[src/rtl/s2p_pkg.sv]
// Shared types and defaults for the serial-to-parallel receiver.
package s2p_pkg;

  localparam int S2P_DEFAULT_WIDTH = 4;

  typedef enum logic {
    IDLE    = 1'b0,
    COLLECT = 1'b1
  } s2p_state_t;

endpackage

[src/rtl/s2p_hold_reg.sv]
// Valid/ready output holding register: loads completed words, hands them to the
// consumer, and flags a sticky overrun when a word arrives with no room for it.
module s2p_hold_reg #(
  parameter int WIDTH = 4
) (
  input  logic             clk,
  input  logic             rst,
  input  logic             load_i,
  input  logic [WIDTH-1:0] data_i,
  input  logic             ready_i,
  input  logic             clr_i,
  output logic [WIDTH-1:0] data_o,
  output logic             valid_o,
  output logic             overrun_o
);

  logic [WIDTH-1:0] data_q, data_d;
  logic             valid_q, valid_d;
  logic             overrun_q, overrun_d;
  logic             xfer;
  logic             dropEvent;

  // A transfer in the same cycle as a load frees the slot for the new word,
  // so only a load into a slot that stays occupied counts as an overrun.
  always_comb begin
    data_d    = data_q;
    valid_d   = valid_q;
    overrun_d = overrun_q;
    dropEvent = 1'b0;
    xfer      = valid_q & ready_i;
    if (load_i) begin
      if (!valid_q || xfer) begin
        data_d  = data_i;
        valid_d = 1'b1;
      end else begin
        dropEvent = 1'b1;
      end
    end else if (xfer) begin
      valid_d = 1'b0;
    end
    if (dropEvent) begin
      overrun_d = 1'b1;
    end else if (clr_i) begin
      overrun_d = 1'b0;
    end
  end

  always_ff @(posedge clk or posedge rst) begin
    if (rst) begin
      data_q    <= '0;
      valid_q   <= 1'b0;
      overrun_q <= 1'b0;
    end else begin
      data_q    <= data_d;
      valid_q   <= valid_d;
      overrun_q <= overrun_d;
    end
  end

  assign data_o    = data_q;
  assign valid_o   = valid_q;
  assign overrun_o = overrun_q;

endmodule

[src/rtl/serial_to_parallel.sv]
// LSB-first serial receiver: shifts strobed bits in at the MSB and presents each
// WIDTH-bit group on a valid/ready port with sticky overrun reporting.
module serial_to_parallel
  import s2p_pkg::*;
#(
  parameter int WIDTH = S2P_DEFAULT_WIDTH
) (
  input  logic             clk,
  input  logic             rst,
  input  logic             serial_in,
  input  logic             serial_valid,
  input  logic             out_ready,
  input  logic             overrun_clr,
  output logic [WIDTH-1:0] parallel_out,
  output logic             out_valid,
  output logic             busy,
  output logic             overrun
);

  localparam int CW = (WIDTH > 1) ? $clog2(WIDTH) : 1;
  localparam logic [CW-1:0] LAST_BIT = CW'(WIDTH - 1);

  s2p_state_t       state_q, state_d;
  logic [CW-1:0]    cnt_q, cnt_d;
  logic [WIDTH-1:0] sh_q, sh_d;
  logic             wordDone;

  always_comb begin
    state_d  = state_q;
    cnt_d    = cnt_q;
    sh_d     = sh_q;
    wordDone = 1'b0;
    if (serial_valid) begin
      sh_d = {serial_in, sh_q[WIDTH-1:1]};
      if (cnt_q == LAST_BIT) begin
        cnt_d    = '0;
        wordDone = 1'b1;
        state_d  = IDLE;
      end else begin
        cnt_d   = cnt_q + CW'(1);
        state_d = COLLECT;
      end
    end
  end

  always_ff @(posedge clk or posedge rst) begin
    if (rst) begin
      state_q <= IDLE;
      cnt_q   <= '0;
      sh_q    <= '0;
    end else begin
      state_q <= state_d;
      cnt_q   <= cnt_d;
      sh_q    <= sh_d;
    end
  end

  // COLLECT is held exactly while cnt is non-zero.
  assign busy = (state_q == COLLECT);

  s2p_hold_reg #(
    .WIDTH(WIDTH)
  ) u_hold (
    .clk      (clk),
    .rst      (rst),
    .load_i   (wordDone),
    .data_i   (sh_d),
    .ready_i  (out_ready),
    .clr_i    (overrun_clr),
    .data_o   (parallel_out),
    .valid_o  (out_valid),
    .overrun_o(overrun)
  );

endmodule

[config.mk]
export PLATFORM = sky130hd
export DESIGN_NAME = serial_to_parallel
export DESIGN_NICKNAME = d
export VERILOG_FILES = /design/src/rtl/s2p_pkg.sv /design/src/rtl/s2p_hold_reg.sv /design/src/rtl/serial_to_parallel.sv
export SDC_FILE = /design/constraint.sdc
export NUM_CORES = 1
export LEC_CHECK = 0
export BUFFER_PORTS_ARGS = -buffer_cell sky130_fd_sc_hd__buf_2
export CAP_MARGIN = 30
export CORE_AREA = 5 5 42 44
export DETAILED_ROUTE_END_ITERATION = 7
export DIE_AREA = 0 0 47 49
export PLACE_DENSITY = 0.67
export SETUP_SLACK_MARGIN = 0.4
export SYNTH_ARGS = -nofsm -noshare
export SYNTH_HDL_FRONTEND = slang
export SYNTH_HIERARCHICAL = 1
export SYNTH_SLANG_ARGS = --single-unit
[constraint.sdc]
create_clock -name clk -period 1.8 [get_ports clk]
set_clock_uncertainty 0.05 [all_clocks]
set_input_delay 0.09 -clock clk [delete_from_list [all_inputs] [get_ports clk]]
set_output_delay 0.09 -clock clk [all_outputs]
set_load 0.03 [all_outputs]
# After elaboration in Yosys (flattened, before gate mapping)
# Cells that the tools add are included.
# classes
addsub,1
eq_ne,2
bitwise_logic,1
n_mux,12
reduce_logical,6
# ops
cell,n
two-way mux 1 bit,10
two-way mux 4 bit,1
AND reduction 2 bit,2
nonzero test 2 bit,2
adder 2 x 1 -> 2 bit (second input constant),1
equality test 2 bit (second input constant),1
two-way mux 2 bit,1
!= test 2 bit (second input constant),1
AND 1 bit,1
logical NOT 1 bit,1
logical OR 1 bit,1
# totals
word_cells,28
output_inout_bits,7
input_bits,6
regBits,13

# Longest topological paths before layout
# logic_depth
word_depth,5
depth_mapped,4
mapped_depth_nobuf,4

# Cells and area by module
# Netlist, hierarchy kept.
# modules_own_cells
module,instances,seq_area_each_um2,cells_each,area_each_um2
serial_to_parallel,1,175.2,20,309.0
s2p_hold_reg,1,150.1,17,256.5

# Worst setup path after synthesis
# Ideal clock, no wire load.
# synth_path
path_type,flip-flop to flip-flop
startpoint,reg cnt_q[0]
endpoint,"reg u_hold.data_q[0], in the netlist u_hold/data_o[0]"
path_stages_with_launch,5
path_buffers,0
slack_ps,498
synth_period_minus_slack_ps,1302
arrival_time_ps,1127
setup_time_ps,125
t_required_ps,1625
path_cell_list,dfrtp_1 > ha_1 > and2_1 > nand2_4 > mux2_4
# synth_between
elab_chain_cells,4
# synth_lines
item,line,text
"start, declared",serial_to_parallel.sv:24,"logic [CW-1:0] cnt_q, cnt_d;"
"start signal, assigned",serial_to_parallel.sv:53,cnt_q <= cnt_d;
equality test 2 bit,serial_to_parallel.sv:35,if (cnt_q == LAST_BIT) begin
two-way mux 1 bit,serial_to_parallel.sv:35,
two-way mux 1 bit,serial_to_parallel.sv:33,if (serial_valid) begin
named net wordDone,serial_to_parallel.sv:26,logic wordDone;
AND reduction 2 bit (no line),-,
"end signal, assigned",s2p_hold_reg.sv:54,data_q <= data_d;
"end, declared",s2p_hold_reg.sv:17,"logic [WIDTH-1:0] data_q, data_d;"
# The timed path passes the listed nets, and every way through them passes these cells.
# A chain may end at the register's enable or synchronous reset.

# Final worst setup path
# Ends and elaborated chain as after synthesis.

==> results.json <==
{
  "seq_area_sq_um": 325,
  "worst_hold_path_type": "in -> reg",
  "mostFrequentLayoutCells": "dfrtp_1, buf_2, mux2_4, inv_1, clkbuf_4",
  "syn_area_sq_um": 566,
  "yosys_warnings": 6,
  "hold_end": "sh_q[3]",
  "grt_setup_unrepaired": "false",
  "finalSetupViolCount": 0,
  "postCtsSetupRepairBufs": 0,
  "cp_max_fo": 4,
  "fin_util_pct": 48.8,
  "worst-path-buf-inv": 0,
  "via_count": 309,
  "max-slew-margin-rel_pct": 82.6,
  "p_sw_w": 0.000361,
  "grt_pass1_wl_mm": 1.34,
  "comb_power_share_pct": 40.4,
  "r2r_setup_slack_ps": 460,
  "ys_seq_area_share_pct": 57.5,
  "cts_buffers": 3,
  "period_minus_slack_ps": 1340,
  "multiInputGateArea_sq_um": 213,
  "cellLeakagePower_nw": 0.368,
  "drt-vias-per-instance": 4.41,
  "postRouteAntennaNets": 0,
  "power_density_mw_per_mm2": 1500,
  "cts_buffer_depth": 2,
  "yosysTopAreaCell": "dfrtp_1",
  "routedWlPerCell_um": 12.5,
  "cts_tree": "yes",
  "cts.clk_slew.worst_paths_ps": 80,
  "gp_congestion": 0.640,
  "crit_family": "flip-flops",
  "die_area_sq_mm": 0.00230,
  "cts_sinks": 13,
  "critPathMaxStageDelay_ps": 400,
  "period_share_pct": 74.2,
  "syn_avg_cell_area_sq_um": 15.3,
  "nets": 62,
  "dp_hpwl_um": 684,
  "mostFrequentLayoutCell": "dfrtp_1",
  "dr.pass1.iters": 4,
  "timing.rr.end": "u_hold/data_o[0]",
  "tightestPinTransition_ps": 261,
  "status": "finished clean",
  "grt_pass1_vias": 285,
  "hp-start": "serial_in",
  "fmax_ghz": 0.748,
  "final_hold_viol_count": 0,
  "start_kind": "register",
  "clkPwrFrac_pct": 17.1,
  "yosysUniqueCellTypes": 13,
  "core_sq_mm": 0.00140,
  "synthTopCellsByArea": "dfrtp_1, mux2_4, inv_1",
  "critPathArrivalTime_ps": 1440,
  "grt-ovfl-total": 0,
  "ioPinCount": 13,
  "slew_violations": 0,
  "cp_slowest_cell": "dfrtp_1",
  "portBuffers": 12,
  "wirelength_um": 876,
  "cp_cell_sequence": "ha_1, and2_4, nand2_4, mux2_4",
  "syn_to_final_growth_pct": 20.8,
  "clk_latency_ps": 270,
  "endpoint_kind": "register",
  "vdd_drop_max_mv": 0.581,
  "synth_fp_nets": 44,
  "cp_data_required_time_ps": 1910,
  "start_util_pct": 40.4,
  "drtIter0Drc": 7,
  "diodes": 0,
  "fillers": 136,
  "r2r_cells": 4,
  "p_int_w": 0.000665,
  "swShare_pct": 35.2,
  "cts-root-buf": "clkbuf_4",
  "drive_gt1_share_pct": 50.0,
  "track_usage_pct": 8.51,
  "grt_max_degree": 10,
  "hold_slack_ps": 20.8,
  "path_class": "reg -> reg",
  "cts_max_level": 1,
  "worstReg2RegStart": "cnt_q[0]",
  "yosys_register_bits": 13,
  "setup_tns_ps": 0,
  "rows": 14,
  "whs_path_depth": 2,
  "synth_top_area_share_pct": 57.5,
  "antenna_found_initial": 0,
  "synthCells": 37,
  "die_height_um": 49,
  "max_cap_viol_count": 0,
  "die_w_um": 47,
  "drc": 0,
  "seqPwrFrac_pct": 42.5
}
[state kept, by name (all words and copies together) (netlist names)]
name	count
sh_q	4
u_hold/valid_o	1
busy	1
cnt_q	2
u_hold/data_o	4
u_hold/overrun_o	1
[cell usage after synthesis]
| cell type | instances |
|---|---|
| and2_1 | 1 |
| buf_6 | 1 |
| dfrtp_1 | 13 |
| ha_1 | 1 |
| inv_1 | 5 |
| mux2_4 | 9 |
| mux2i_1 | 1 |
| nand2_1 | 1 |
| nand2_4 | 1 |
| nand2b_1 | 1 |
| nand2b_4 | 1 |
| o21ai_0 | 1 |
| o22ai_1 | 1 |
[stage by stage]
step	std cells	cell area, sq um	setup WS [ps]	power (W)
2_1_floorplan	37	566	498	0.000754
3_3_place_gp	64	634	480	0.000846
3_5_place_dp	64	634	448	0.000855
4_1_cts	70	681	437	0.00104
5_1_grt	70	683	419	0.00110
6_report	70	683	464	0.00103
[layout make-up]
class | instances | share of cell area [%]
sequential | 13 | 47.6
inverter | 5 | 2.75
multi-input combinational | 18 | 31.1
tap | 16 | 2.93
timing repair buffer | 14 | 11.7
clock buffer | 4 | 3.85
[logic make-up (layout without fill, tap and decap cells)]
family / after synthesis / in the layout / synth area share [%]
AOI/OAI and AO/OA: 2 / 2 / 1.99
adders and majority gates: 1 / 1 / 2.21
and+or+nand+nor: 5 / 5 / 7.30
buffers and inverters: 6 / 23 / 5.31
DFF: 13 / 13 / 57.5
muxes: 10 / 10 / 25.7
[repair_timing]
action                                  in CTS  in global routing
endpoints found under the setup margin       0                  2
hold buffers                                 2                  0
resized for setup                            0                  1
endpoints found under the hold margin       14                  0
[worst max path at each step]
stage / cells past startpoint / endpoint / start
after global placement: 4 / u_hold/data_o[1] / cnt_q[0]
after floorplan: 4 / u_hold/data_o[0] / cnt_q[0]
after CTS: 4 / u_hold/data_o[0] / cnt_q[0]
final: 4 / u_hold/data_o[0] / cnt_q[0]
after detailed placement: 4 / u_hold/data_o[0] / cnt_q[0]
after global routing: 4 / u_hold/data_o[2] / cnt_q[0]
[metal layers]
metal  wire, um  share of wire [%]  GRT usage, %
met5          0                  0             0
met4          0                  0          5.53
met3         79                9.0          2.58
met2        363                 41          9.95
met1        433                 49          12.9
[power groups by stage]
stage | sequential [W] | clock, W | combinational [W]
floorplan | 0.000561 | 0 | 0.000193
global placement | 0.000442 | 0 | 0.000404
detailed placement | 0.000446 | 0 | 0.000408
CTS | 0.000440 | 0.000188 | 0.000415
global route | 0.000451 | 0.000203 | 0.000442
finish | 0.000437 | 0.000176 | 0.000414
Note: power is estimated with default switching activity, not from simulation.
